`src/rtl/hc161_seq_ctrl.sv`:
```
// hc161_seq_ctrl: sequencer that turns one external HC161 4-bit synchronous
// counter into a programmable interval timer (one-shot or N-period periodic).
// The period is 16 - preset cycles. Reloads are gapless: the counter is loaded
// directly at its terminal count instead of wrapping through 0.
module hc161_seq_ctrl #(
  parameter int REP_W = 8
) (
  input  logic             CP,
  input  logic             MR,
  input  logic             start,
  input  logic             stop,
  input  logic             periodic,
  input  logic [3:0]       preset,
  input  logic [REP_W-1:0] reps,
  input  logic [3:0]       Q_i,
  input  logic             TC_i,
  output logic             PE_n,
  output logic [3:0]       D,
  output logic             CEP_n,
  output logic             CET_n,
  output logic             MR_n_o,
  output logic             busy,
  output logic             tick,
  output logic             done,
  output logic [REP_W-1:0] rep_cnt
);

  typedef enum logic [2:0] {
    S_IDLE,
    S_LOAD,
    S_RUN,
    S_DONE,
    S_ABORT
  } state_t;

  localparam logic [REP_W-1:0] ONE = REP_W'(1);

  state_t           r_state;
  logic             r_periodic;
  logic [REP_W-1:0] r_reps;
  logic [REP_W-1:0] r_rep_cnt;
  logic [3:0]       r_d;
  logic             r_pe_n;
  logic             r_cep_n;
  logic             r_cet_n;
  logic             r_mr_n;
  logic             r_tick;
  logic             r_done;

  logic [REP_W-1:0] w_reps_m1;
  logic [REP_W-1:0] w_rep_cnt_inc;
  logic             w_last;
  logic             w_last_next;
  logic             w_preset_max;
  logic             w_abort;

  // The current period is the last one of the run.
  assign w_reps_m1     = r_reps - ONE;
  assign w_rep_cnt_inc = r_rep_cnt + ONE;
  assign w_last        = !r_periodic || ((r_reps != '0) && (r_rep_cnt == w_reps_m1));
  // Same test, evaluated for the period that starts after a terminal count.
  assign w_last_next   = !r_periodic || ((r_reps != '0) && (w_rep_cnt_inc == w_reps_m1));
  // With preset 15 every period is one cycle long, so arming cannot wait for Q==14.
  assign w_preset_max  = (r_d == 4'hF);
  // stop aborts a run in LOAD or RUN and beats a coincident terminal count.
  assign w_abort       = stop && ((r_state == S_LOAD) || (r_state == S_RUN));

  // Sequencer FSM with registered counter-pin, tick, done and rep_cnt outputs.
  // NOTE: all state here uses non-blocking assignments so every register samples
  // pre-edge values, exactly like the HC161 sitting on the same clock.
  always_ff @(posedge CP or posedge MR) begin
    if (MR) begin
      r_state    <= S_IDLE;
      r_periodic <= 1'b0;
      r_reps     <= '0;
      r_rep_cnt  <= '0;
      r_d        <= 4'd0;
      r_pe_n     <= 1'b1;
      r_cep_n    <= 1'b1;
      r_cet_n    <= 1'b1;
      r_mr_n     <= 1'b0;
      r_tick     <= 1'b0;
      r_done     <= 1'b0;
    end else if (w_abort) begin
      r_state <= S_ABORT;
      r_pe_n  <= 1'b1;
      r_cep_n <= 1'b1;
      r_cet_n <= 1'b1;
      r_mr_n  <= 1'b0;
      r_tick  <= 1'b0;
      r_done  <= 1'b0;
    end else begin
      case (r_state)
        S_IDLE: begin
          r_pe_n  <= 1'b1;
          r_cep_n <= 1'b1;
          r_cet_n <= 1'b1;
          r_mr_n  <= 1'b1;
          r_tick  <= 1'b0;
          r_done  <= 1'b0;
          if (start && !stop) begin
            r_state    <= S_LOAD;
            r_d        <= preset;
            r_periodic <= periodic;
            r_reps     <= reps;
            r_rep_cnt  <= '0;
            r_pe_n     <= 1'b0;
          end
        end

        S_LOAD: begin
          // The counter loads preset at this edge; counting starts next cycle.
          r_state <= S_RUN;
          r_cep_n <= 1'b0;
          r_cet_n <= 1'b0;
          r_pe_n  <= 1'b1;
          if (w_preset_max) begin
            if (w_last) r_cep_n <= 1'b1;
            else        r_pe_n  <= 1'b0;
          end
        end

        S_RUN: begin
          r_tick <= 1'b0;
          if (TC_i) begin
            r_tick    <= 1'b1;
            r_rep_cnt <= w_rep_cnt_inc;
            if (w_last) begin
              r_state <= S_DONE;
              r_done  <= 1'b1;
              r_pe_n  <= 1'b1;
              r_cep_n <= 1'b1;
              r_cet_n <= 1'b1;
            end else if (w_preset_max) begin
              // Re-arm immediately for the next one-cycle period.
              if (w_last_next) begin
                r_pe_n  <= 1'b1;
                r_cep_n <= 1'b1;
              end else begin
                r_pe_n  <= 1'b0;
              end
            end else begin
              r_pe_n <= 1'b1;
            end
          end else if (Q_i == 4'd14) begin
            // Arm one cycle ahead: reload instead of wrapping, or hold at 15.
            if (w_last) r_cep_n <= 1'b1;
            else        r_pe_n  <= 1'b0;
          end
        end

        S_DONE: begin
          r_state <= S_IDLE;
          r_tick  <= 1'b0;
          r_done  <= 1'b0;
        end

        S_ABORT: begin
          r_state <= S_IDLE;
          r_mr_n  <= 1'b1;
        end

        default: begin
          r_state <= S_IDLE;
        end
      endcase
    end
  end

  assign PE_n    = r_pe_n;
  assign D       = r_d;
  assign CEP_n   = r_cep_n;
  assign CET_n   = r_cet_n;
  assign MR_n_o  = r_mr_n;
  assign tick    = r_tick;
  assign done    = r_done;
  assign rep_cnt = r_rep_cnt;
  assign busy    = (r_state != S_IDLE);

endmodule

```
`config.mk`:
```
export PLATFORM = sky130hd
export DESIGN_NAME = hc161_seq_ctrl
export DESIGN_NICKNAME = d
export VERILOG_FILES = /design/src/rtl/hc161_seq_ctrl.sv
export SDC_FILE = /design/constraint.sdc
export NUM_CORES = 1
export LEC_CHECK = 0
export ABC_AREA = 1
export ABC_CLOCK_PERIOD_IN_PS = 1550
export BUFFER_PORTS_ARGS = -buffer_cell sky130_fd_sc_hd__buf_2
export CAP_MARGIN = 0
export CORE_MARGIN = 2
export CORE_UTILIZATION = 49
export DETAILED_ROUTE_END_ITERATION = 16
export GPL_ROUTABILITY_DRIVEN = 1
export PLACE_DENSITY_LB_ADDON = 0.15
export SYNTH_ARGS = -nofsm -noshare
export SYNTH_HDL_FRONTEND = slang
export SYNTH_SLANG_ARGS = --single-unit
```
`constraint.sdc`:
```
create_clock -name CP -period 1.55 [get_ports CP]
set_input_delay 0.2325 -clock CP [delete_from_list [all_inputs] [get_ports CP]]
set_output_delay 0.2325 -clock CP [all_outputs]
set_load 0.1 [all_outputs]
```
==> results of run 1 <==
==> how the worst min path moves through the flow <==
stage / start / depth (start not counted) / slack, ns / to
after floorplan: MR / 1 / 0.32 / D[0]
after global placement: MR / 3 / 0.32 / D[1]
after detailed placement: MR / 3 / 0.33 / D[1]
after CTS: MR / 3 / 0.02 / r_reps[5]
after global routing: MR / 3 / 0.06 / r_reps[5]
final: MR / 3 / 0.02 / r_reps[5]
==> metrics by stage <==
| stage | setup TNS [ns] | worst slack (ns) | util [%] | instances |
|---|---|---|---|---|
| after global placement | -0.979 | -0.156 | 68.9 | 416 |
| after floorplan | -8.80 | -0.409 | - | 292 |
| after detailed placement | -1.34 | -0.202 | 68.9 | 416 |
| after CTS | -1.88 | -0.206 | 72.1 | 425 |
| after global routing | -2.60 | -0.366 | 77.3 | 429 |
| final | -1.47 | -0.254 | 77.3 | 429 |
==> timing repair <==
action                                  4_1_cts  5_1_grt
gates resized for setup                       4       42
endpoints found under the hold margin         0        0
setup buffers                                 1        4
pin swaps                                     4       23
endpoints found under the setup margin       14       28
==> kinds of logic after synthesis <==
kind of cell,count (synthesis),share of synthesized area (%)
adders and majority gates,2,1.28
buffers and inverters,43,8.23
and+or+nand+nor,188,42.7
DFF,30,38.5
AOI/OAI and AO/OA,24,6.70
muxes,1,0.510
xor gates and xnor gates,4,2.17
==> state kept, by name, indices dropped and copies added (netlist names) <==
signal,flops
PE_n,1
D,4
CET_n,1
MR_n_o,1
r_reps,8
tick,1
r_periodic,1
rep_cnt,8
r_state,3
done,1
CEP_n,1
==> worst reg2reg max path, stage by stage (launching register included) <==
cell     delay (ns)
dfrtp_1        0.40
inv_2          0.08
ha_4           0.28
xor2_1         0.13
nand2_1        0.08
nor2_2         0.13
nand3_2        0.09
nor2_2         0.12
nand2_2        0.10
nand2_2        0.08
nand2_1        0.05
nand2_1        0.07
nor2_1         0.04
nand2_1        0.06
nand2_1        0.05
==> synthesized netlist by cell type, drive strengths merged <==
library cell	number
a21oi	3
clkbuf	2
dfrtp	27
dfstp	3
ha	2
inv	41
mux2i	1
nand2	106
nand3	33
nand4	9
nor2	38
nor3	2
o21ai	15
o22ai	6
xnor2	1
xor2	3
==> power by group <==
group          leakage, nW  internal, mW  total (mW)  switching (mW)
Clock               0.0472         0.356       0.669           0.312
Combinational         1.04          1.50        4.32            2.82
Sequential           0.363          1.10        1.37           0.275
Total                 1.45          2.96        6.36            3.40
==> routing by layer <==
layer / vias up / wire [um]
met5: - / 0
met2: 56 / 2330
met1: 968 / 2550
li1: 1100 / -
met3: 6 / 284
met4: 0 / 53
==> layout by cell type, fill, tap and decap left out, types with 9 or more instances in the layout <==
master	netlist	layout
nand2_1	100	93
buf_4	0	40
buf_2	0	39
inv_1	38	31
nand3_1	30	27
nor2_1	30	20
dfrtp_1	27	18
nor2_2	6	12
nand2_2	5	12
o21ai_0	13	11
nand4_1	9	9
inv_2	3	9
==> layout make-up <==
class | count | area [um^2]
Multi-Input combinational cell | 219 | 1240
Fill cell | 284 | 848
Sequential cell | 30 | 781
Clock buffer | 6 | 82.6
Inverter | 41 | 158
Timing Repair Buffer | 83 | 558
Tap cell | 48 | 60.1
Clock inverter | 2 | 12.5
==> results by group, run 1 <==
Finish
  • Antenna cells: 0
  • Area growth, synth to finish: 47.6%
  • Fin area: ~0.0029 mm^2
  • Final nets: approximately 400
  • Layout cells sized above 1: a little over two fifths

Synthesis
  • Mapped Area: approximately 0.002 mm^2
  • Netlist cell types: 25
  • Syn Nets: 316
  • Yosys top cell by area: dfrtp_1
  • Syn Inst Count: slightly below 300
  • Post-synthesis register bit count: 30
  • Ranking of synthesized cells by area: dfrtp_1 (34%), nand2_1 (19%), nand3_1 (7.7%)
  • Top cell type's share of synthesized area: 34.4%
  • Sequential area share after synthesis: around two fifths
  • Syn. warnings: 0
  • Syn Area/Cell: roughly 6.7 um^2

Run
  • Max Cap Viol: 0

Floorplan
  • Die width: 67.3 um
  • Initial core utilization: a little over half
  • Ports: between 40 and 50
  • Row count: 22
  • Die Y: between 60 and 70 um
  • Die ar.: 0.00453 mm^2
  • Core Area: 0.00374 mm^2

STA
  • Final min period: ~1.8 ns
  • Fin. max-slew vios: 0
  • Setup violations, final: 14
  • F_max: about 550 MHz
  • Unrepaired setup endpoints after global routing: yes
  • Fin Clk Skew: roughly 0.0039 ns
  • Slew @ Worst Pin: around 0.49 ns
  • Final-report hold violation count: 0
  • Worst slew margin: about 68%
  • Hold_ws: 0.0153 ns
  • Setup ws final: -0.254 ns
  • Period utilisation layout: 116%

Placement
  • PortBufs: 40
  • Placed Area: about 0.0026 mm^2
  • GP Congestion: approximately 0.9
  • Dpl hpwl: 3860 um

Global routing
  • Overall fraction of global-route tracks in use: ~25%
  • GR Util met2: 38.0%
  • Initial antenna violation count: 0
  • Most Used Layer, Global Route: met2
  • Grt met1 use: a little over a third
  • Gr ovfl total: 0
  • Vias in the first global route: between 1500 and 2000
  • Met3 usage: 4.67%
  • Largest net degree at the start of global routing: 31
  • First-pass GRT wire length: 8400 um

Setup path
  • Crit-path most repeated cell: nand2_1
  • Reg2reg start: r_reps[1]
  • Crit path to: PE_n
  • WP buf/inv: 1
  • Critical-path top delay cell: dfrtp_1
  • CP Capture Type: flop
  • Req. time, crit path: about 1.8 ns
  • Critical Path Start Type: flop
  • Critical Path, Cell by Cell: inv_2, ha_4, xor2_1, nand2_1, nor2_2, nand3_2, nor2_2, nand2_2, nand2_2, nand2_1, nand2_1, nor2_1, nand2_1, nand2_1
  • Max FO, Critical Path: 3
  • Reg2Reg Depth: 14
  • Slowest cell delay on critical path: 0.40 ns
  • Crit path depth: 14
  • Setup CP Type: reg -> reg
  • R2R Path End: PE_n
  • R2R Setup Slk: -0.25 ns
  • Top delay family on crit path: simple AND/OR/NAND/NOR gates
  • Crit. Startpoint: r_reps[1]
  • Crit path DAT: just over 2 ns

Run status
  • Status: finished, violations left
  • Violated checks: negative setup slack

Pwr
  • Worst VDD drop: 0.00186 V
  • PwrDens: 2200 mW/mm^2
  • Power, Total: about 6.4 mW
  • P_leak: 1.45 nW

Clock tree
  • CTS Buf Count: 5
  • CTS Buffer Depth: 2
  • CTS tree: done
  • Clock sink total: 30
  • Skew-Pair Late Insertion Delay: about 0.28 ns
  • Max H-tree Level: 2
  • CTS Hold Buffers Added: 0
  • Clock transition at the registers of the reported paths: about 0.07 ns
  • CTS root buf: clkbuf_8

Routing
  • Overall via count from detail_route: about 2100
  • Post-DRT Antenna Nets: 0
  • Residual DRC: 0
  • Post-DR wirelength/cell: roughly 12 um
  • Vias/cell: between 4 and 5
  • DRT Pass-1 Iters: 4
  • WL final: approximately 5200 um
  • 1st-iter DRT viols: 130

Min path
  • Hold WC Path Type: in -> async
No activity file was read; power rests on OpenSTA's default activity.
==> run 2: changes to the inputs <==
--- a/config.mk
+++ b/config.mk
@@ -6,11 +6,11 @@
 export NUM_CORES = 1
 export LEC_CHECK = 0
 export ABC_AREA = 1
-export ABC_CLOCK_PERIOD_IN_PS = 1550
+export ABC_CLOCK_PERIOD_IN_PS = 1800
 export BUFFER_PORTS_ARGS = -buffer_cell sky130_fd_sc_hd__buf_2
 export CAP_MARGIN = 0
 export CORE_MARGIN = 2
-export CORE_UTILIZATION = 49
+export CORE_UTILIZATION = 54
 export DETAILED_ROUTE_END_ITERATION = 16
 export GPL_ROUTABILITY_DRIVEN = 1
 export PLACE_DENSITY_LB_ADDON = 0.15
==> constraint.sdc (replaced) <==
create_clock -name CP -period 1.8 [get_ports CP]
set_input_delay 0.27 -clock CP [delete_from_list [all_inputs] [get_ports CP]]
set_output_delay 0.27 -clock CP [all_outputs]
set_load 0.1 [all_outputs]
==> results by group, run 2 (same netlist as run 1, synthesis figures left out) <==
Run status
  • Status: completed (was finished, violations left)

Global routing
  • Gr ovfl total: 0 (unchanged)
  • Largest net degree at the start of global routing: 31 (unchanged)
  • Overall fraction of global-route tracks in use: 26.5% (was 24.8%)
  • First-pass GRT wire length: 8570 um (was 8400 um)
  • Vias in the first global route: 1913 (was 1874)
  • Initial antenna violation count: 0 (unchanged)

Setup path
  • Max FO, Critical Path: 5 (was 3)
  • Crit path DAT: 2.03 ns (was 2.02 ns)
  • CP Capture Type: flop (unchanged)
  • Setup CP Type: reg -> reg (unchanged)
  • Req. time, crit path: 2.04 ns (was 1.77 ns)
  • Critical Path Start Type: flop (unchanged)

Placement
  • Placed Area: 0.00230 mm^2 (was 0.00258 mm^2)
  • Post-place setup slack: -0.0721 ns (was -0.202 ns)
  • PortBufs: 40 (unchanged)
  • GP Congestion: 0.903 (was 0.900)
  • Dpl hpwl: 3610 um (was 3860 um)

Routing
  • DRT Pass-1 Iters: 4 (unchanged)
  • 1st-iter DRT viols: 156 (was 130)
  • WL final: 4950 um (was 5220 um)
  • Post-DRT Antenna Nets: 0 (unchanged)
  • Post-DR wirelength/cell: 12.5 um (was 12.2 um)
  • Residual DRC: 0 (unchanged)
  • Overall via count from detail_route: 2106 (was 2130)
  • Vias/cell: 5.32 (was 4.97)

Clock tree
  • CTS root buf: clkbuf_4 (was clkbuf_8)
  • Clock transition at the registers of the reported paths: 0.11 ns (was 0.07 ns)
  • CTS tree: done (unchanged)
  • Max H-tree Level: 2 (unchanged)
  • Skew-Pair Late Insertion Delay: 0.34 ns (was 0.28 ns)
  • CTS Buffer Depth: 2 (unchanged)
  • CTS Buf Count: 5 (unchanged)
  • Clock sink total: 30 (unchanged)

Pwr
  • P_leak: 1.31 nW (was 1.45 nW)
  • PwrDens: 2020 mW/mm^2 (was 2200 mW/mm^2)
  • Worst VDD drop: 0.00147 V (was 0.00186 V)

Finish
  • Fin area: 0.00253 mm^2 (was 0.00290 mm^2)
  • Layout cells sized above 1: 32.3% (was 43.0%)
  • Antenna cells: 0 (unchanged)
  • Finished Core Util: 74.1% (was 77.3%)
  • Final nets: 373 (was 404)
  • Area growth, synth to finish: 29.0% (was 47.6%)
  • Highest-count cells in the layout ignoring fill and taps: nand2_1 (96), buf_2 (39), inv_1 (35), nand3_1 (28), nor2_1 (23) (was nand2_1 (93), buf_4 (40), buf_2 (39), inv_1 (31), nand3_1 (27))
  • Commonest non-fill, non-tap cell in the layout: nand2_1 (unchanged)

STA
  • Final min period: 1.79 ns (was 1.80 ns)
  • Unrepaired setup endpoints after global routing: yes (unchanged)
  • Period utilisation layout: 99.6% (was 116%)
  • Fin. max-slew vios: 0 (unchanged)
  • Fin Clk Skew: 0.0200 ns (was 0.00388 ns)
  • Slew @ Worst Pin: 0.488 ns (was 0.487 ns)
  • Final-report hold violation count: 0 (unchanged)
  • F_max: 558 MHz (was 554 MHz)
  • Setup violations, final: 0 (was 14)
  • Worst slew margin: 67.7% (about the same)
  • Setup TNS: 0 ns (was -1.47 ns)
  • Setup ws final: 0.00639 ns (was -0.254 ns)

Floorplan
  • Die width: 64.3 um (was 67.3 um)
  • Core Area: 0.00342 mm^2 (was 0.00374 mm^2)
  • Die Y: 64.3 um (was 67.3 um)
  • Row count: 21 (was 22)
  • Die ar.: 0.00413 mm^2 (was 0.00453 mm^2)
  • Initial core utilization: 57.4% (was 52.4%)
  • Ports: 41 (unchanged)

Run
  • Max Cap Viol: 0 (unchanged)

Min path
  • Hold WC Path Type: in -> reg (was in -> async)
[run 2: layer usage]
metal	part of all wire [%]	global-route usage (%)
met4	2.3	7.71
met2	45	41.3
met5	0	0
met3	6.2	4.93
met1	46	37.5
[run 2: layout make-up]
type                            count  area, um^2
Clock buffer                        6        51.3
Clock inverter                      2        60.1
Fill cell                         296         885
Inverter                           41         158
Multi-Input combinational cell    219        1130
Sequential cell                    30         771
Tap cell                           46        57.6
Timing Repair Buffer               52         299
[run 2: where the power goes]
part,switching (mW),leakage (nW),internal (mW)
logic,2.28,0.884,0.926
clock network,0.249,0.0585,0.471
registers,0.245,0.364,0.942
total,2.78,1.31,2.34
[run 2: final timing paths]
check / from / end / slack, ns / cells after the start
max: r_reps[1] / done / 0.006 / 13
min: preset[2] / D[2] / 0.13 / 3
max reg2reg: r_reps[1] / done / 0.006 / 13
min reg2reg: PE_n / PE_n / 0.48 / 2
max in group asynchronous: MR / CEP_n / 0.96 / 4
min in group asynchronous: MR / r_state[1] / 0.54 / 4
[run 2: per-stage QoR]
step | instances | hold WS, ns | total power [mW]
after floorplan | 292 | 0.358 | 3.54
after global placement | 381 | 0.364 | 4.03
after detailed placement | 381 | 0.365 | 4.08
after CTS | 392 | 0.121 | 4.90
after global routing | 396 | 0.130 | 5.49
final | 396 | 0.126 | 5.12
[run 2: what timing repair did]
action | 4_1_cts | 5_1_grt
setup endpoints to repair | 6 | 14
hold buffers | 1 | 0
pin swaps | 0 | 12
resized for setup | 5 | 16
endpoints found under the hold margin | 5 | 0
cloned | 0 | 0
buffers inserted | 2 | 4
[run 2: worst max-delay path, cell delays in order (launching register included)]
cell and delay, ns:
dfrtp_1 0.40, buf_4 0.15, nor2_4 0.17, nand3_2 0.13, nand2_1 0.12, nand2_1 0.05
nand2_1 0.05, nand3_1 0.11, nor2_2 0.12, nand2_2 0.09, nand3_2 0.11, nand3_2 0.08
nand2_1 0.06, o21ai_1 0.05
==> run 3: changes to the inputs <==
--- a/config.mk
+++ b/config.mk
@@ -5,12 +5,11 @@
 export SDC_FILE = /design/constraint.sdc
 export NUM_CORES = 1
 export LEC_CHECK = 0
-export ABC_AREA = 1
 export ABC_CLOCK_PERIOD_IN_PS = 1800
 export BUFFER_PORTS_ARGS = -buffer_cell sky130_fd_sc_hd__buf_2
 export CAP_MARGIN = 0
 export CORE_MARGIN = 2
-export CORE_UTILIZATION = 54
+export CORE_UTILIZATION = 55
 export DETAILED_ROUTE_END_ITERATION = 16
 export GPL_ROUTABILITY_DRIVEN = 1
 export PLACE_DENSITY_LB_ADDON = 0.15
==> results by group, run 3 <==
Min path
  • Hold Startpoint: reps[3] (was preset[2])
  • Hold Path Stages: 2 (was 3)
  • Hold EP: r_reps[3] (was D[2])
  • Hold WC Path Type: in -> reg (unchanged)

Setup path
  • CP Capture Type: flop (unchanged)
  • Req. time, crit path: 2.03 ns (was 2.04 ns)
  • Crit path DAT: 2.86 ns (was 2.03 ns)
  • R2R Setup Slk: -0.83 ns (was 0.006 ns)
  • Critical Path Start Type: flop (unchanged)
  • Reg2Reg Depth: 11 (was 13)
  • Max FO, Critical Path: 7 (was 5)
  • Setup CP Type: reg -> reg (unchanged)
  • R2R Path End: r_reps[1] (was done)
  • Reg2reg start: r_reps[1] (unchanged)

Global routing
  • Gr ovfl total: 0 (unchanged)
  • Initial antenna violation count: 0 (unchanged)
  • Largest net degree at the start of global routing: 15 (was 31)
  • First-pass GRT wire length: 9760 um (was 8570 um)
  • Met3 usage: 7.92% (was 4.93%)
  • Overall fraction of global-route tracks in use: 31.0% (was 26.5%)
  • GR Util met2: 53.5% (was 41.3%)
  • Grt met1 use: 36.4% (was 37.5%)
  • Vias in the first global route: 2061 (was 1913)
  • Most Used Layer, Global Route: met2 (unchanged)

Clock tree
  • CTS Buffer Depth: 2 (unchanged)
  • Skew-Pair Late Insertion Delay: 0.35 ns (was 0.34 ns)
  • Max H-tree Level: 2 (unchanged)
  • Clock transition at the registers of the reported paths: 0.11 ns (about the same)
  • CTS root buf: clkbuf_4 (unchanged)
  • Clock sink total: 30 (unchanged)
  • CTS tree: done (unchanged)
  • CTS Buf Count: 5 (unchanged)

Floorplan
  • Die width: 64.3 um (about the same)
  • Initial core utilization: 58.5% (was 57.4%)
  • Core Area: 0.00342 mm^2 (unchanged)
  • Row count: 21 (unchanged)
  • Die ar.: 0.00413 mm^2 (about the same)
  • Die Y: 64.3 um (about the same)
  • Ports: 41 (unchanged)

Synthesis
  • Most used DFF post-synth: dfrtp_1 (unchanged)
  • Most numerous cell in the Yosys netlist: nand2_1 (unchanged)
  • Netlist cell types: 46 (was 25)
  • Post-synth EDFFs: 0 (unchanged)
  • Syn Inst Count: 210 (was 292)
  • Top cell type's share of synthesized area: 33.8% (was 34.4%)
  • Syn Nets: 234 (was 316)
  • Syn Area/Cell: 9.51 um^2 (was 6.72 um^2)
  • Synth async-reset ratio: 100% (unchanged)
  • Yosys top cell by area: dfrtp_1 (unchanged)
  • Post-synthesis register bit count: 30 (unchanged)
  • Most frequent cells after synthesis: nand2_1 (29), dfrtp_1 (27), o21ai_0 (15) (was nand2_1 (100), inv_1 (38), nand3_1 (30), nor2_1 (30), dfrtp_1 (27))
  • Mapped Area: 0.00200 mm^2 (was 0.00196 mm^2)
  • Syn. warnings: 0 (unchanged)
  • Ranking of synthesized cells by area: dfrtp_1 (34%), mux2_4 (6.8%), xnor2_1 (6.1%) (was dfrtp_1 (34%), nand2_1 (19%), nand3_1 (7.7%))
  • Sequential area share after synthesis: 37.8% (was 38.5%)

Placement
  • Dpl hpwl: 3870 um (was 3610 um)
  • PortBufs: 40 (unchanged)
  • GP Congestion: 0.972 (was 0.903)

STA
  • Slew @ Worst Pin: 0.583 ns (was 0.488 ns)
  • Period utilisation layout: 146% (was 99.6%)
  • Setup violations, final: 18 (was 0)
  • Final min period: 2.63 ns (was 1.79 ns)
  • Worst slew margin: 60.7% (was 67.7%)
  • Fin Clk Skew: 0.0173 ns (was 0.0200 ns)
  • Fin. max-slew vios: 0 (unchanged)
  • Unrepaired setup endpoints after global routing: yes (unchanged)
  • Final-report hold violation count: 0 (unchanged)
  • Setup ws final: -0.831 ns (was 0.00639 ns)
  • F_max: 380 MHz (was 558 MHz)

Pwr
  • Power, Total: 4.05 mW (was 5.12 mW)
  • PwrDens: 1440 mW/mm^2 (was 2020 mW/mm^2)
  • Worst VDD drop: 0.00153 V (was 0.00147 V)
  • Clk network pwr share: 10.8% (was 14.1%)
  • P_leak: 1.28 nW (was 1.31 nW)
  • Power Internal: 2.09 mW (was 2.34 mW)
  • Switch Pwr: 1.96 mW (was 2.78 mW)
  • Combinational power share: 63.2% (was 62.7%)
  • Sequential power share: 25.9% (was 23.2%)
  • Sw frac: 48.5% (was 54.3%)

Finish
  • Finished Core Util: 82.2% (was 74.1%)
  • Area growth, synth to finish: 40.6% (was 29.0%)
  • Antenna cells: 0 (unchanged)
  • Commonest non-fill, non-tap cell in the layout: buf_4 (was nand2_1)
  • Layout cells sized above 1: 49.2% (was 32.3%)
  • Final nets: 324 (was 373)
  • # fillers: 215 (was 296)
  • Highest-count cells in the layout ignoring fill and taps: buf_4 (49), buf_2 (39), nand2_1 (29), dfrtp_1 (19), xnor2_1 (13) (was nand2_1 (96), buf_2 (39), inv_1 (35), nand3_1 (28), nor2_1 (23))

Routing
  • Vias/cell: 5.80 (was 5.32)
  • Overall via count from detail_route: 2013 (was 2106)
  • Residual DRC: 0 (unchanged)
  • 1st-iter DRT viols: 208 (was 156)
  • WL final: 6050 um (was 4950 um)
  • DRT Pass-1 Iters: 4 (unchanged)
  • Post-DRT Antenna Nets: 0 (unchanged)
  • Post-DR wirelength/cell: 17.4 um (was 12.5 um)

Run status
  • Violated checks: negative setup slack
  • Status: finished, violations left (was completed)

Run
  • Max Cap Viol: 0 (unchanged)
run 3: cell types whose count changed after synthesis, sizes merged, moves of 5 or more:
| cell | before | now |
|---|---|---|
| nand4 | 9 | 3 |
| xnor2 | 1 | 14 |
| nand3 | 33 | 5 |
| o22ai | 6 | 0 |
| nor2b | 0 | 5 |
| inv | 41 | 11 |
| nor2 | 38 | 11 |
| mux2 | 0 | 13 |
| a211oi | 0 | 5 |
| nand2 | 106 | 29 |
run 3: layout make-up:
type                    count  area (um^2)  share of cell area [%]
clock buffers               6         51.3                    1.83
clock inverters             2         12.5                   0.446
inverters                  11         47.5                    1.69
multi-input cells         162         1290                    45.9
flip-flops and latches     30          769                    27.4
well taps                  46         57.6                    2.05
repair buffers             90          581                    20.7
run 3: what timing repair did:
item	in CTS	in global routing
cloned	1	0
endpoints found under the hold margin	12	0
resized for setup	21	12
pin swaps	15	3
buffers inserted	3	0
hold buffers	1	0
setup endpoints to repair	18	21
run 3: routing by layer:
metal / up-vias / wire length [um]
met5: - / 0
met4: 0 / 200
met3: 19 / 370
met2: 88 / 3080
met1: 979 / 2390
li1: 927 / -
run 3: logic make-up after synthesis:
kind of cell	synth area share, %
simple gates	21.1
buf+inv	5.14
compound gates	15.2
fa+ha+maj	1.25
mux	10.0
xor+xnor	9.52
flops	37.8
run 3: worst max-delay path by stage:
stage          startpoint   endpoint
2_1_floorplan  rep_cnt[6]       D[0]
3_3_place_gp    r_reps[1]       D[2]
3_5_place_dp    r_reps[1]       D[2]
4_1_cts         r_reps[1]  r_reps[1]
5_1_grt         r_reps[1]  r_reps[4]
6_report        r_reps[1]  r_reps[1]
run 3: worst max-delay path, stage by stage (launching register included):
cell       delay [ns]
dfrtp_1          0.42
inv_2            0.07
ha_4             0.17
buf_4            0.13
buf_4            0.15
xnor2_2          0.20
nor2_1           0.08
o31a_1           0.32
a2111oi_4        0.26
o211ai_2         0.16
and3_4           0.25
mux2_4           0.31
run 3: power groups by stage:
stage,combinational (mW),sequential (mW),clock [mW]
floorplan,1.04,1.55,0
global placement,2.16,1.03,0
detailed placement,2.20,1.04,0
CTS,2.39,1.03,0.442
global route,2.69,1.08,0.480
finish,2.56,1.05,0.440
run 3: metrics by stage:
step,TNS [ns],worst slack [ns],cell area (um^2),std cells,hold slack (ns)
CTS,-12.98,-0.792,2760,347,0.137
global route,-15.64,-0.924,2810,347,0.133
floorplan,-16.30,-1.07,2020,210,0.352
finish,-13.82,-0.831,2810,347,0.140
global placement,-13.38,-0.820,2590,336,0.339
detailed placement,-14.72,-0.905,2590,336,0.351
